[src/rtl/ctrl_pipe.sv]
// ctrl_pipe: pipelined main-decoder control path.
//
// Decodes the ID-stage opcode into a control bundle. The bundle is then
// carried through the ID/EX, EX/MEM and MEM/WB control registers. Each stage
// register keeps only the fields that its own stage or later stages consume.
// The block handles hazard-unit stall/flush, turns illegal opcodes into
// bubbles, and keeps a saturating count of illegal opcodes.
//
// Optional feature: define CTRL_EXC_EN to drive exc_e. When it is undefined,
// exc_e is tied to 0.
//
// Ports:
//   clk, rst_n            clock (rising edge), asynchronous active-low reset
//   op_d, valid_d         opcode in ID, and ID holds a real instruction
//   stall_e               EX holds its contents, MEM loads a bubble
//   flush_e               EX loads a bubble (ignored while stall_e is high)
//   branch_e .. aluop_e   EX-stage controls
//   memwrite_m            MEM-stage store enable
//   regwrite_w            WB-stage register-file write enable
//   memtoreg_w            WB-stage writeback select
//   valid_e/_m/_w         the stage holds a real instruction
//   illegal_cnt           saturating count of illegal opcodes loaded into EX
//   exc_e                 illegal-opcode exception for the current EX occupancy
module ctrl_pipe #(
    parameter int OP_W    = 6,
    parameter int ALUOP_W = 2,
    parameter int CNT_W   = 8
) (
    input  logic               clk,
    input  logic               rst_n,
    input  logic [OP_W-1:0]    op_d,
    input  logic               valid_d,
    input  logic               stall_e,
    input  logic               flush_e,
    output logic               branch_e,
    output logic               bne_e,
    output logic               jump_e,
    output logic               alusrc_e,
    output logic [1:0]         regdst_e,
    output logic [ALUOP_W-1:0] aluop_e,
    output logic               memwrite_m,
    output logic               regwrite_w,
    output logic [1:0]         memtoreg_w,
    output logic               valid_e,
    output logic               valid_m,
    output logic               valid_w,
    output logic [CNT_W-1:0]   illegal_cnt,
    output logic               exc_e
);

    localparam logic [OP_W-1:0] OP_R    = OP_W'(6'b000000);
    localparam logic [OP_W-1:0] OP_LW   = OP_W'(6'b100011);
    localparam logic [OP_W-1:0] OP_SW   = OP_W'(6'b101011);
    localparam logic [OP_W-1:0] OP_BEQ  = OP_W'(6'b000100);
    localparam logic [OP_W-1:0] OP_ADDI = OP_W'(6'b001000);
    localparam logic [OP_W-1:0] OP_J    = OP_W'(6'b000010);
    localparam logic [OP_W-1:0] OP_SLTI = OP_W'(6'b001010);
    localparam logic [OP_W-1:0] OP_BNE  = OP_W'(6'b000101);
    localparam logic [OP_W-1:0] OP_JAL  = OP_W'(6'b000011);

    // Combinational decode of the ID opcode.
    logic               dec_bne, dec_regwrite, dec_alusrc, dec_branch;
    logic               dec_memwrite, dec_jump, dec_legal;
    logic [1:0]         dec_regdst, dec_memtoreg;
    logic [ALUOP_W-1:0] dec_aluop;

    always_comb begin
        dec_bne      = 1'b0;
        dec_regwrite = 1'b0;
        dec_regdst   = 2'b00;
        dec_alusrc   = 1'b0;
        dec_branch   = 1'b0;
        dec_memwrite = 1'b0;
        dec_memtoreg = 2'b00;
        dec_jump     = 1'b0;
        dec_aluop    = '0;
        dec_legal    = 1'b1;
        case (op_d)
            OP_R:    begin dec_regwrite = 1'b1; dec_regdst = 2'b01; dec_aluop = ALUOP_W'(2'b10); end
            OP_LW:   begin dec_regwrite = 1'b1; dec_alusrc = 1'b1; dec_memtoreg = 2'b01; end
            OP_SW:   begin dec_alusrc = 1'b1; dec_memwrite = 1'b1; end
            OP_BEQ:  begin dec_branch = 1'b1; dec_aluop = ALUOP_W'(2'b01); end
            OP_ADDI: begin dec_regwrite = 1'b1; dec_alusrc = 1'b1; end
            OP_J:    begin dec_jump = 1'b1; end
            OP_SLTI: begin dec_regwrite = 1'b1; dec_alusrc = 1'b1; dec_aluop = ALUOP_W'(2'b11); end
            OP_BNE:  begin dec_bne = 1'b1; dec_aluop = ALUOP_W'(2'b01); end
            OP_JAL:  begin dec_regwrite = 1'b1; dec_regdst = 2'b10; dec_memtoreg = 2'b10; dec_jump = 1'b1; end
            default: dec_legal = 1'b0;
        endcase
    end

    // EX loads from ID only when the stage is neither stalled nor flushed.
    // A slot that is not a legal, valid instruction is loaded as a bubble.
    logic load_e, take_d, illegal_d;
    assign load_e    = ~stall_e & ~flush_e;
    assign take_d    = valid_d & dec_legal;
    assign illegal_d = valid_d & ~dec_legal;

    // Fields that EX does not use itself but still carries toward MEM and WB.
    logic       memwrite_e, regwrite_e;
    logic [1:0] memtoreg_e;
    // Fields that MEM carries toward WB.
    logic       regwrite_m;
    logic [1:0] memtoreg_m;

    always_ff @(posedge clk or negedge rst_n) begin
        if (!rst_n) begin
            branch_e    <= 1'b0;
            bne_e       <= 1'b0;
            jump_e      <= 1'b0;
            alusrc_e    <= 1'b0;
            regdst_e    <= 2'b00;
            aluop_e     <= '0;
            memwrite_e  <= 1'b0;
            regwrite_e  <= 1'b0;
            memtoreg_e  <= 2'b00;
            valid_e     <= 1'b0;
            memwrite_m  <= 1'b0;
            regwrite_m  <= 1'b0;
            memtoreg_m  <= 2'b00;
            valid_m     <= 1'b0;
            regwrite_w  <= 1'b0;
            memtoreg_w  <= 2'b00;
            valid_w     <= 1'b0;
            illegal_cnt <= '0;
        end else begin
            // ID/EX register. A stall holds the contents, so it needs no branch.
            if (!stall_e) begin
                branch_e   <= load_e & take_d & dec_branch;
                bne_e      <= load_e & take_d & dec_bne;
                jump_e     <= load_e & take_d & dec_jump;
                alusrc_e   <= load_e & take_d & dec_alusrc;
                regdst_e   <= (load_e && take_d) ? dec_regdst : 2'b00;
                aluop_e    <= (load_e && take_d) ? dec_aluop : '0;
                memwrite_e <= load_e & take_d & dec_memwrite;
                regwrite_e <= load_e & take_d & dec_regwrite;
                memtoreg_e <= (load_e && take_d) ? dec_memtoreg : 2'b00;
                valid_e    <= load_e & take_d;
            end
            // EX/MEM register. A bubble enters MEM while EX is held.
            memwrite_m <= ~stall_e & memwrite_e;
            regwrite_m <= ~stall_e & regwrite_e;
            memtoreg_m <= stall_e ? 2'b00 : memtoreg_e;
            valid_m    <= ~stall_e & valid_e;
            // MEM/WB register always advances.
            regwrite_w <= regwrite_m;
            memtoreg_w <= memtoreg_m;
            valid_w    <= valid_m;
            // The counter saturates at all-ones and does not wrap.
            if (load_e && illegal_d && (illegal_cnt != {CNT_W{1'b1}}))
                illegal_cnt <= illegal_cnt + 1'b1;
        end
    end

`ifdef CTRL_EXC_EN
    // The exception flag follows the EX occupancy. It holds under stall,
    // clears on flush, and is refreshed whenever EX loads from ID.
    always_ff @(posedge clk or negedge rst_n) begin
        if (!rst_n)
            exc_e <= 1'b0;
        else if (!stall_e)
            exc_e <= load_e & illegal_d;
    end
`else
    assign exc_e = 1'b0;
`endif

endmodule
[config.mk]
export PLATFORM = sky130hd
export DESIGN_NAME = ctrl_pipe
export DESIGN_NICKNAME = d
export VERILOG_FILES = /design/src/rtl/ctrl_pipe.sv
export SDC_FILE = /design/constraint.sdc
export NUM_CORES = 1
export LEC_CHECK = 0
export BUFFER_PORTS_ARGS = -buffer_cell sky130_fd_sc_hd__buf_2
export CAP_MARGIN = 10
export CORE_AREA = 5 5 55 57
export DETAILED_ROUTE_END_ITERATION = 8
export DIE_AREA = 0 0 60 62
export PLACE_DENSITY_LB_ADDON = 0.25
export SLEW_MARGIN = 20
export SYNTH_ARGS = -nofsm -noshare
export SYNTH_HDL_FRONTEND = slang
export SYNTH_SLANG_ARGS = --single-unit
export TNS_END_PERCENT = 10
[constraint.sdc]
create_clock -name clk -period 3.9 [get_ports clk]
set_input_delay 0.78 -clock clk [delete_from_list [all_inputs] [get_ports clk]]
set_output_delay 0.78 -clock clk [all_outputs]
set_load 0.02 [all_outputs]
---- Word level (Yosys, flattened, before mapping) ----
Cells that the tools add are included.
cells by class
  divide/modulo/power cells ............... 0
  reduce and logical (&&, ||, !) cells .... 9
  equal/unequal tests ..................... 9
  multiply operators ...................... 0
  shift operators ......................... 0
  muxes and demuxes ....................... 14
  bitwise operators ....................... 16
  order comparisons ....................... 0
  $add $sub $neg .......................... 1
operator list
  operator                                                                number
  1-bit bitwise AND                                                       13
  6-bit by 2-bit equality test with 1-bit output (second input constant)  2
  6-bit by 3-bit equality test with 1-bit output (second input constant)  2
  6-bit by 4-bit equality test with 1-bit output (second input constant)  2
  6-bit equality test (second input constant)                             2
  9-bit OR reduction                                                      1
  8-bit by 1-bit adder with 8-bit output (second input constant)          1
  2-bit two-way mux                                                       4
  8-bit inequality test (second input constant)                           1
  2-bit one-hot mux with 2 select lines                                   2
  1-bit two-way mux                                                       7
  6-bit logical NOT                                                       1
  2-bit one-hot mux with 3 select lines                                   1
  5-bit OR reduction                                                      1
  2-bit OR reduction                                                      2
  4-bit OR reduction                                                      1
  1-bit logical AND                                                       3
  1-bit inverter                                                          3
storage, ports and cells
  bits in read-only memories .............. 0
  register bits ........................... 30
  latch bits .............................. 0
  memory bits (writable) .................. 0
  logic and storage cells ................. 67
  memories kept ........................... 0
  input bits .............................. 11

---- Longest topological paths before layout ----
Gate-level depths: netlist (run 1).
  depth in word-level cells ............... 7
  depth in mapped cells ................... 6
  gate-level depth less buffers ........... 6

---- Worst setup path before layout (run 1) ----
No wires, ideal clock.
  kind .................................... in2reg
  from .................................... input port stall_e
  to ...................................... register illegal_cnt[1]
  cell stages on the path ................. 6
  arrival time ............................ 1886 ps
  data required time ...................... 3775 ps
  path slack .............................. 1889 ps
  buffers on the path ..................... 1
  setup time .............................. 125 ps
  cell sequence ........................... clkbuf_1 > nor2_1 > and2_1 > nand2_1 > nor2_1 > mux2_2
on the way
  longest elaborated chain between the ends .. 4
ends and longest elaborated chain
  item                            line  source
  from (decl)                     33    input logic stall_e,
  1-bit inverter                  95    assign load_e = ~stall_e & ~flush_e;
  1-bit bitwise AND               95
  1-bit logical AND (2 in a row)  150   if (load_e && illegal_d && (illegal_cnt != {CNT_W{1'b1}}))
  to (signal assigned)            151   illegal_cnt <= illegal_cnt + 1'b1;
  to (decl)                       47    output logic [CNT_W-1:0] illegal_cnt,
Every way passes these cells.
A chain may end at the register's enable or synchronous reset.

---- Final worst setup path (run 1) ----
  from .................................... input port op_d[2]
  to ...................................... register aluop_e[1]
on the way
  longest elaborated chain between the ends .. 6
  elaborated cells between the ends (all ways) .. 16
  those cells by class .................... eq/ne (8); mux (3); bitwise (1); reduce/logical (4)
ends and longest elaborated chain
  item                                                                    line  source
  from (decl)                                                             31    input logic [OP_W-1:0] op_d,
  6-bit by 3-bit equality test with 1-bit output (tied with other cells)  78    case (op_d)
  9-bit OR reduction (no line)                                            n/a
  1-bit two-way mux                                                       78
  1-bit bitwise AND                                                       96    assign take_d = valid_d & dec_legal;
  1-bit logical AND                                                       134   aluop_e <= (load_e && take_d) ? dec_aluop : '0;
  2-bit two-way mux *                                                     134
  to (signal assigned)                                                    134
  to (decl)                                                               40    output logic [ALUOP_W-1:0] aluop_e,
Mark *: on every way between the ends. The rest lies on a longest branch, timed or not.

==> results of run 1 <==
## how the worst min path moves through the flow
stage / to / slack [ns] / depth (start not counted)
after floorplan: memtoreg_w[0]$_DFF_PN0_ / 0.33 / 0
after global placement: regwrite_w$_DFF_PN0_ / 0.33 / 0
after detailed placement: regwrite_w$_DFF_PN0_ / 0.34 / 0
after CTS: regwrite_w$_DFF_PN0_ / 0.36 / 0
after global routing: regwrite_w$_DFF_PN0_ / 0.37 / 0
final: regwrite_w$_DFF_PN0_ / 0.36 / 0
## final cells by class
| type | instances | share of cell area, % |
|---|---|---|
| clock buffer | 6 | 2.696 |
| clock inverter | 2 | 0.6536 |
| inverter | 1 | 0.2451 |
| multi-input combinational | 79 | 35.78 |
| sequential | 29 | 47.39 |
| tap | 30 | 2.451 |
| timing repair buffer | 33 | 10.78 |
## registers in the layout (all words and copies together) (netlist names), 2 cells and up
register and cells:
illegal_cnt 8, aluop_e 2, memtoreg_m 2, memtoreg_w 2
regdst_e 2
## cell families after synthesis
family / Yosys count / share of synthesized area, %
adders and majority gates: 1 / 0.9559
DFF: 29 / 55.45
other: 1 / 0.2865
xor gates and xnor gates: 7 / 4.685
AOI/OAI and AO/OA: 14 / 9.178
buffers and inverters: 7 / 2.676
muxes: 3 / 2.486
and+or+nand+nor: 53 / 24.28
## critical path: stages
cell and delay (ns):
buf_2 0.23, nor4b_4 0.31, nor2_2 0.10, a21oi_4 0.31, nand3b_4 0.16, o41ai_2 0.29
## power groups by stage
| stage | Sequential (uW) | Combinational [uW] | Clock (uW) |
|---|---|---|---|
| after floorplan | 385 | 49.6 | 0 |
| after global placement | 357 | 125 | 0 |
| after detailed placement | 358 | 128 | 0 |
| after CTS | 352 | 129 | 175 |
| after global routing | 358 | 141 | 188 |
| final | 351 | 127 | 167 |
## layer usage
layer	GRT usage, %	vias up	routed length (um)
met5	0	-	0
met4	9.494	0	46
met3	5.372	4	204
met2	22.69	31	1075
met1	20.21	459	1121
li1	-	466	-
## stage by stage
step / hold slack (ns) / util [%]
CTS: 0.3581 / 62.96
global placement: 0.3314 / 60.85
global route: 0.3716 / 62.96
floorplan: 0.3312 / -
detailed placement: 0.3358 / 60.85
finish: 0.3553 / 62.96
## synth_stat cells, drive strengths merged (2+ instances only)
library cell / n / share of area [%]
and3: 2 / 0.96
nand2: 16 / 5.2
buf: 4 / 1.8
nand3: 5 / 1.9
mux2: 2 / 1.7
nand2b: 2 / 0.96
a21oi: 2 / 1.6
clkbuf: 2 / 0.57
nor3: 5 / 1.9
nor2b: 5 / 2.4
o41ai: 3 / 3.2
nor3b: 2 / 1.1
o21ai: 6 / 2.3
dfrtp: 29 / 55
xor2: 7 / 4.7
nor2: 7 / 2.2
a32o: 2 / 1.5
==> metrics.md, run 1 <==
| Metric | Value |
|---|---|
| First-pass GRT wire length | 4250 um |
| Initial DRC count | 25 |
| CTS max path bufs | 2 |
| Vias per cell | ~5.3 |
| Slew @ Worst Pin | 0.6036 ns |
| Post-CTS Repair Setup Buffers | 0 |
| Hold_sp | regwrite_m$_DFF_PN0_ |
| Post-synthesis async set-or-reset flop share | 100.0% |
| Skew final | 0.007002 ns |
| Dpl hpwl | between 1500 and 2000 um |
| Maximum VDD drop | 288.8 uV |
| Die Width | 60 um |
| Internal power | between 400 and 500 uW |
| Layout cells sized above 1 | 33.33% |
| ANT nets after route | 0 |
| Post-synthesis cell type count | 37 |
| Comb power frac | 19.7% |
| Reg-to-reg setup timing slack | approximately 2.2 ns |
| Synth Warn # | 0 |
| Total area of sequential cells | just over 700 um^2 |
| WS Path Type | input pin to register |
| Placed insts | 172 |
| Type of origin of the critical path | input pin |
| Post-placement cell area | 1480 um^2 |
| Post-CTS Hold Fix Bufs | 0 |
| WP data arrival | 2.19 ns |
| Area of the core | 2432 um^2 |
| First-pass iteration count of the detailed router | 4 |
| DRC Markers | 0 |
| Clock H-tree levels | 2 |
| Routed vias | 960 |
| Status | complete, no violations |
| Sw Ratio | a little under a third |
| All-Layer GR Usage | roughly 16% |
| Sequential share of power | 54.4% |
| Gate count after technology mapping | 115 |
| Fin cells | between 150 and 200 |
| Commonest non-fill, non-tap cell in the layout | buf_2 |
| Net count after synthesis | 127 |
| Maximum clock rate | 507.7 MHz |
| RR Startpoint | illegal_cnt[0]$_DFFE_PN0P_ |
| Routed wire length | 2448 um |
| Final setup fails | 0 |
| Multi-input logic area | 548.0 um^2 |
| Worst Setup SP | op_d[2] |
| Top FF cell, synth | dfrtp_1 |
| CTS root buf | clkbuf_4 |
| Hold crit path type | register to register |
| GRT overflow | 0 |
| Worst setup path end | aluop_e[1]$_DFFE_PN0N_ |
| Rows | 18 |
| GP Congestion | ~0.8 |
| Final Hold Vio Count | 0 |
| # port buffers | 33 |
| Tot Pwr | 645.3 uW |
| Post-synth EDFFs | 0 |
| FF+latch count, synth | 29 |
| WL/cell | about 14 um |
| Ant diodes | 0 |
| Setup ws final | 1.930 ns |
| Slew margin rel. | about three fifths |
| Die ar. | 3720 um^2 |
| Post-Place Worst Slack | between 1.5 and 2 ns |
| Syn avg cell area | 11.38 um^2 |
| Critical path peak fanout | 13 |
| NetSw | 205.6 uW |
| Largest net degree at the start of global routing | 30 |
| Setup TNS | 0 ns |
| Vias in the first global route | ~940 |
| Initial Utilization | 53.81% |
| WP data required | 4.12 ns |
| Clock power share | 25.9% |
| Max-cap violation count | 0 |
| Fillers | 231 |
| # resized after CTS | 0 |
| P&R area growth vs syn | 17.02% |
| Final non-filler cell area | 1531 um^2 |
| Mapped cell area | approximately 1300 um^2 |
| TritonCTS clock tree | done |
| Post-synthesis sequential area ratio | 55.45% |
| CTS Buf Count | 5 |
| Power per cell area | between 400 and 500 nW/um^2 |
| Leak | about 0.00084 uW |
| RSZ-0062 raised after global routing | false |
| Minimum clock period | approximately 2.0 ns |
| Worst-Skew Late Latency | 0.32 ns |
| CP Capture Type | register |
| Fin crit share | about half |
| R2r worst-path depth | 6 |
| Chip height | approximately 62 um |
| Most frequent cells in the layout | buf_2, dfrtp_1, nand2_1 |
| Worst reg2reg path endpoint | illegal_cnt[1]$_DFFE_PN0P_ |
| Final Slew Violations | 0 |
| Clock transition at path regs | 0.09 ns |
| TritonCTS Sinks | 29 |
| Initial antenna violation count | 0 |
| Final net count | 161 |
| Top Ports | 35 |
Power figures use the tool's default switching activity.
==> run 2, diff against run 1 <==
- CORE_AREA: 5 5 55 57 -> 5 5 60 62
- DIE_AREA: 0 0 60 62 -> 0 0 65 67
- clock period: 3.9 -> 1.8 ns (I/O delays scaled with it)
==> run 2 against run 1 <==
  * Combinational power increased by 120%
  * Core utilization fell by 9.3 points
  * Clock skew is 0.0016 ns higher
  * Register-to-register slack lost 2.1 ns
  * Worst hold slack got worse by 0.31 ns
  * Critical path type is now register to register
  * Critical endpoint is now illegal_cnt[1]$_DFFE_PN0P_
==> metrics.md, run 2 (same netlist as run 1, synthesis figures left out) <==
| Metric | Value |
|---|---|
| CTS max path bufs | 2 |
| Power per cell area | 932.4 nW/um^2 |
| Status | complete, no violations |
| Multi-input logic area | 548.0 um^2 |
| Hold slack | 0.04687 ns |
| P&R area growth vs syn | 22.18% |
| Fillers | roughly 290 |
| Chip height | around 67 um |
| Final net count | 167 |
| Post-Place Worst Slack | approximately 0.048 ns |
| WL/cell | 13.67 um |
| Max FFs per register | 8 |
| Vias in the first global route | ~1000 |
| Minimum clock period | ~1.7 ns |
| Fin cells | about 190 |
| Maximum clock rate | 585.6 MHz |
| Clock H-tree levels | 2 |
| Final Slew Violations | 0 |
| Routed wire length | 2583 um |
| M1 WL | 1181 um |
| Crit-path cells | ha_1, and3_1, nand3_1, nand2_1, nor2_1, mux2_2 |
| Layout cells sized above 1 | between 30% and 40% |
| CTS root buf | clkbuf_4 |
| TritonCTS clock tree | done |
| Placed insts | roughly 180 |
| Maximum VDD drop | about 640 uV |
| Commonest non-fill, non-tap cell in the layout | buf_2 |
| CTS Buf Count | 5 |
| Die ar. | 4355 um^2 |
| CP Capture Type | register |
| Most frequent cells in the layout | buf_2, dfrtp_1, nand2_1 |
| GRT overflow | 0 |
| WS Path Type | register to register |
| Max Used Layer | met4 |
| Max-cap violation count | 0 |
| Setup ws final | 0.09246 ns |
| Slew @ Worst Pin | about 0.63 ns |
| Routed vias | 983 |
| Vias per cell | 5.201 |
| Ant diodes | 0 |
| First-pass GRT wire length | 4657 um |
| Final Hold Vio Count | 0 |
| WP data required | 2.01 ns |
| CP delay by family, top | simple AND/OR/NAND/NOR gates |
| Initial antenna violation count | 0 |
| Dpl hpwl | 1921 um |
| Die Width | 65 um |
| Critical path peak fanout | 4 |
| Post-CTS Repair Setup Buffers | 0 |
| Top reg by flops | illegal_cnt |
| Rows | 20 |
| Initial DRC count | 16 |
| Area of the core | 2978 um^2 |
| TritonCTS Sinks | 29 |
| All-Layer GR Usage | 14.42% |
| Total area of sequential cells | 725.7 um^2 |
| RSZ-0062 raised after global routing | false |
| WP data arrival | 1.92 ns |
| Top Ports | 35 |
| Initial Utilization | 43.95% |
| Reg-to-reg setup timing slack | 0.09 ns |
| ANT nets after route | 0 |
| Fin crit share | 94.86% |
| Buf/Inv on CP | 0 |
| CP peak stage delay | 0.43 ns |
| Clock transition at path regs | about 0.090 ns |
| Met3 WL | 174 um |
| # resized after CTS | 0 |
| First-pass iteration count of the detailed router | 4 |
| DRC Markers | 0 |
| # port buffers | 33 |
| Post-CTS Hold Fix Bufs | 0 |
| Met2 Wirelength | approximately 1200 um |
| Setup TNS | 0 ns |
| Skew final | roughly 0.0086 ns |
| Largest net degree at the start of global routing | 30 |
| Leak | 0.0008798 uW |
| Slew margin rel. | roughly three fifths |
| Slowest-stage cell, CP | dfrtp_1 |
| Final setup fails | 0 |
| GP Congestion | 0.8799 |
| Worst-Skew Late Latency | 0.32 ns |
| Type of origin of the critical path | register |
| Hold crit path type | input pin to asynchronous set/reset pin |
==> run 2: changes by cell type in the layout (fill, tap and decap cells not counted), sizes merged <==
cell / previous run / this run
buf: 33 / 39
clkbuf: 6 / 7
clkinv: 2 / 1
==> run 2: through the flow <==
step / utilization, % / cell area, um^2 / total power (uW)
detailed placement: 51.34 / 1529 / 1064
finish: 53.70 / 1599 / 1491
CTS: 53.70 / 1599 / 1513
global route: 53.70 / 1599 / 1589
global placement: 51.34 / 1529 / 1056
floorplan: - / 1309 / 942.4
==> run 2: report_power, final <==
| group | switching (uW) | internal [uW] |
|---|---|---|
| clock | 220 | 226 |
| sequential | 60.3 | 704 |
| combinational | 174 | 107 |
| total | 454 | 1040 |
==> run 2: worst reg2reg max path, stage by stage (launching register included) <==
cell and delay [ns]:
dfrtp_1 0.43, ha_1 0.22, and3_1 0.20, nand3_1 0.12
nand2_1 0.10, nor2_1 0.18, mux2_2 0.36
==> run 2: layer usage <==
layer,GRT usage (%),vias to the layer above
met5,0,-
met4,5.805,0
met3,6.577,5
met2,22.73,27
met1,17.02,473
li1,-,478
==> run 2: final cells by class <==
type | instances | share of cell area, %
inverters | 1 | 0.2347
flip-flops and latches | 29 | 45.38
well taps | 33 | 2.582
repair buffers | 39 | 13.15
clock inverters | 1 | 0.3130
multi-input cells | 79 | 34.27
clock buffers | 7 | 4.069
==> run 2: path summary, 6_finish.rpt <==
path                            depth (start not counted)                    endpoint                       start
worst min register to register                          0     memtoreg_w[0]$_DFF_PN0_     memtoreg_m[0]$_DFF_PN0_
worst max-delay path                                    6  illegal_cnt[1]$_DFFE_PN0P_  illegal_cnt[0]$_DFFE_PN0P_
worst max register to register                          6  illegal_cnt[1]$_DFFE_PN0P_  illegal_cnt[0]$_DFFE_PN0P_
max in group asynchronous                               1      memwrite_e$_DFFE_PN0N_                       rst_n
worst min-delay path                                    1  illegal_cnt[5]$_DFFE_PN0P_                       rst_n
min in group clk                                        2      regwrite_e$_DFFE_PN0N_                     op_d[4]
==> run 3, diff against run 2 <==
- CORE_AREA: 5 5 60 62 -> 5 5 59 61
- CTS_BUF_LIST: default -> sky130_fd_sc_hd__clkbuf_2
- DIE_AREA: 0 0 65 67 -> 0 0 64 66
==> run 3 against run 2 <==
  * Sequential share of layout area rose by 0.65 points
  * Cell area down 1.4%
  * Sequential power barely moved
  * Fmax down 2.0%
  * Critical path depth unchanged
  * Global-route usage fell by 0.53 points
  * First-iteration DRC count is 110% higher
  * Die area decreased by 3.0%
  * Core utilization grew 0.15 points
  * Clock-buffer cell count fell by 2
  * Combinational power increased by 2%
  * Clock power decreased by 31%
  * Highest routed layer unchanged
==> metrics.md, run 3 (same netlist as run 1, synthesis figures left out) <==
| Metric | Value |
|---|---|
| Critical path peak fanout | 4 |
| ANT nets after route | 0 |
| CP peak stage delay | 0.44 ns |
| P&R area growth vs syn | 20.46% |
| Type of origin of the critical path | register |
| Fin util | 53.85% |
| Top Ports | 35 |
| RSZ-0062 raised after global routing | false |
| Die ar. | 4224 um^2 |
| Total area of sequential cells | 725.7 um^2 |
| Comb power frac | 21.2% |
| WL/cell | 13.78 um |
| Layout cells sized above 1 | 35.03% |
| Ant diodes | 0 |
| Hold slack | 0.2402 ns |
| Initial Utilization | roughly 45% |
| Initial antenna violation count | 0 |
| Routed wire length | between 2000 and 3000 um |
| Clock H-tree levels | 2 |
| Fin crit share | 96.78% |
| Dpl hpwl | 1944 um |
| Final Slew Violations | 0 |
| Post-Place Worst Slack | -0.01372 ns |
| Final net count | 168 |
| WHS Endpoint | aluop_e[1]$_DFFE_PN0N_ |
| Largest net degree at the start of global routing | 30 |
| Crit-path cells | ha_1, and3_1, nand3_1, nand2_1, nor2_1, mux2_2 |
| Slowest-stage cell, CP | dfrtp_1 |
| WP data arrival | 2.00 ns |
| TritonCTS Sinks | 29 |
| NetSw | 461.8 uW |
| Setup ws final | 0.05792 ns |
| Initial DRC count | 33 |
| Reg-to-reg setup timing slack | about 0.058 ns |
| WP data required | 2.06 ns |
| Worst-Skew Late Latency | 0.36 ns |
| DRC Markers | 0 |
| WS Path Type | register to register |
| Skew final | roughly 0.012 ns |
| Sequential share of power | 56.2% |
| Hold depth | 2 |
| CTS Buf Count | 5 |
| Die Width | 64 um |
| CP Capture Type | register |
| Max-cap violation count | 0 |
| Commonest non-fill, non-tap cell in the layout | buf_2 |
| Setup TNS | 0 ns |
| Clock power share | between 20% and 30% |
| Internal power | 898.3 uW |
| Status | complete, no violations |
| Max FFs per register | 8 |
| Buf/Inv on CP | 0 |
| Maximum VDD drop | 654.3 uV |
| Leak | 0.0008693 uW |
| Most frequent cells in the layout | buf_2, dfrtp_1, nand2_1 |
| CTS max path bufs | 2 |
| CTS root buf | clkbuf_2 |
| Power per cell area | 862.8 nW/um^2 |
| All-Layer GR Usage | 13.90% |
| Fillers | 268 |
| Sw Ratio | between 30% and 40% |
| Area of the core | roughly 3000 um^2 |
| Slew margin rel. | 58.33% |
| Vias per cell | 5.126 |
| GP Congestion | 0.8457 |
| Multi-input logic area | 548.0 um^2 |
| First-pass iteration count of the detailed router | 4 |
| Maximum clock rate | 574.0 MHz |
| Top reg by flops | illegal_cnt |
| First-pass GRT wire length | 4436 um |
| CP delay by family, top | simple AND/OR/NAND/NOR gates |
| Hold crit path type | input pin to register |
| Final setup fails | 0 |
| Worst reg2reg path endpoint | illegal_cnt[1]$_DFFE_PN0P_ |
| Vias in the first global route | between 900 and 1000 |
| # port buffers | 33 |
| Slew @ Worst Pin | between 0.6 and 0.7 ns |
| RR Startpoint | illegal_cnt[0]$_DFFE_PN0P_ |
| Minimum clock period | 1.742 ns |
| Routed vias | ~1000 |
| Rows | 20 |
| GRT overflow | 0 |
| Chip height | 66 um |
| Hold_sp | op_d[2] |
| Clock transition at path regs | 0.15 ns |
| Final Hold Vio Count | 0 |
| R2r worst-path depth | 6 |
| TritonCTS clock tree | done |
## run 3: changes by cell type in the layout (fill, tap and decap cells not counted)
cell           change
clkbuf_2           +5
clkbuf_4           -5
clkbuf_8           -2
clkinv_1           +2
dlygate4sd3_1      +1
## run 3: power by group through the flow
| stage | Sequential, uW | Combinational, uW | Clock, uW |
|---|---|---|---|
| 6_report | 764 | 288 | 308 |
| 2_1_floorplan | 835 | 107 | 0 |
| 3_5_place_dp | 776 | 288 | 0 |
| 4_1_cts | 764 | 292 | 324 |
| 5_1_grt | 775 | 312 | 362 |
| 3_3_place_gp | 775 | 281 | 0 |
## run 3: layer usage
metal	wire length [um]	vias up	part of all wire, %	global-route usage, %
li1	-	482	-	-
met1	1124	463	43	15.82
met2	1294	24	49	22.36
met3	168	5	6.4	6.633
met4	31	0	1.2	5.455
met5	0	-	0	0
## run 3: metrics by stage
step | total power (uW) | std cells | area, um^2
final | 1360 | 190 | 1577
after global routing | 1449 | 190 | 1577
after CTS | 1379 | 190 | 1577
after detailed placement | 1064 | 181 | 1529
after global placement | 1057 | 181 | 1529
after floorplan | 942.4 | 115 | 1309
## run 3: worst max-delay path by stage
stage / startpoint / depth (start not counted) / to
after floorplan: illegal_cnt[0]$_DFFE_PN0P_ / 6 / illegal_cnt[1]$_DFFE_PN0P_
final: illegal_cnt[0]$_DFFE_PN0P_ / 6 / illegal_cnt[1]$_DFFE_PN0P_
after detailed placement: op_d[1] / 6 / regdst_e[1]$_DFFE_PN0N_
after global routing: illegal_cnt[0]$_DFFE_PN0P_ / 6 / illegal_cnt[1]$_DFFE_PN0P_
after CTS: illegal_cnt[0]$_DFFE_PN0P_ / 6 / illegal_cnt[1]$_DFFE_PN0P_
after global placement: op_d[1] / 6 / aluop_e[1]$_DFFE_PN0N_
## run 3: area by class of cell
| cell class | instances | share of cell area, % |
|---|---|---|
| sequential | 29 | 46.03 |
| multi-input combinational | 79 | 34.76 |
| timing repair buffer | 40 | 13.97 |
| tap | 33 | 2.619 |
| clock buffer | 5 | 1.587 |
| clock inverter | 3 | 0.7937 |
| inverter | 1 | 0.2381 |
## run 3: what timing repair did
| item | 4_1_cts | 5_1_grt |
|---|---|---|
| hold buffers | 1 | 0 |
| gates resized for setup | 0 | 0 |
| setup buffers | 0 | 0 |
| endpoints found under the hold margin | 9 | 0 |
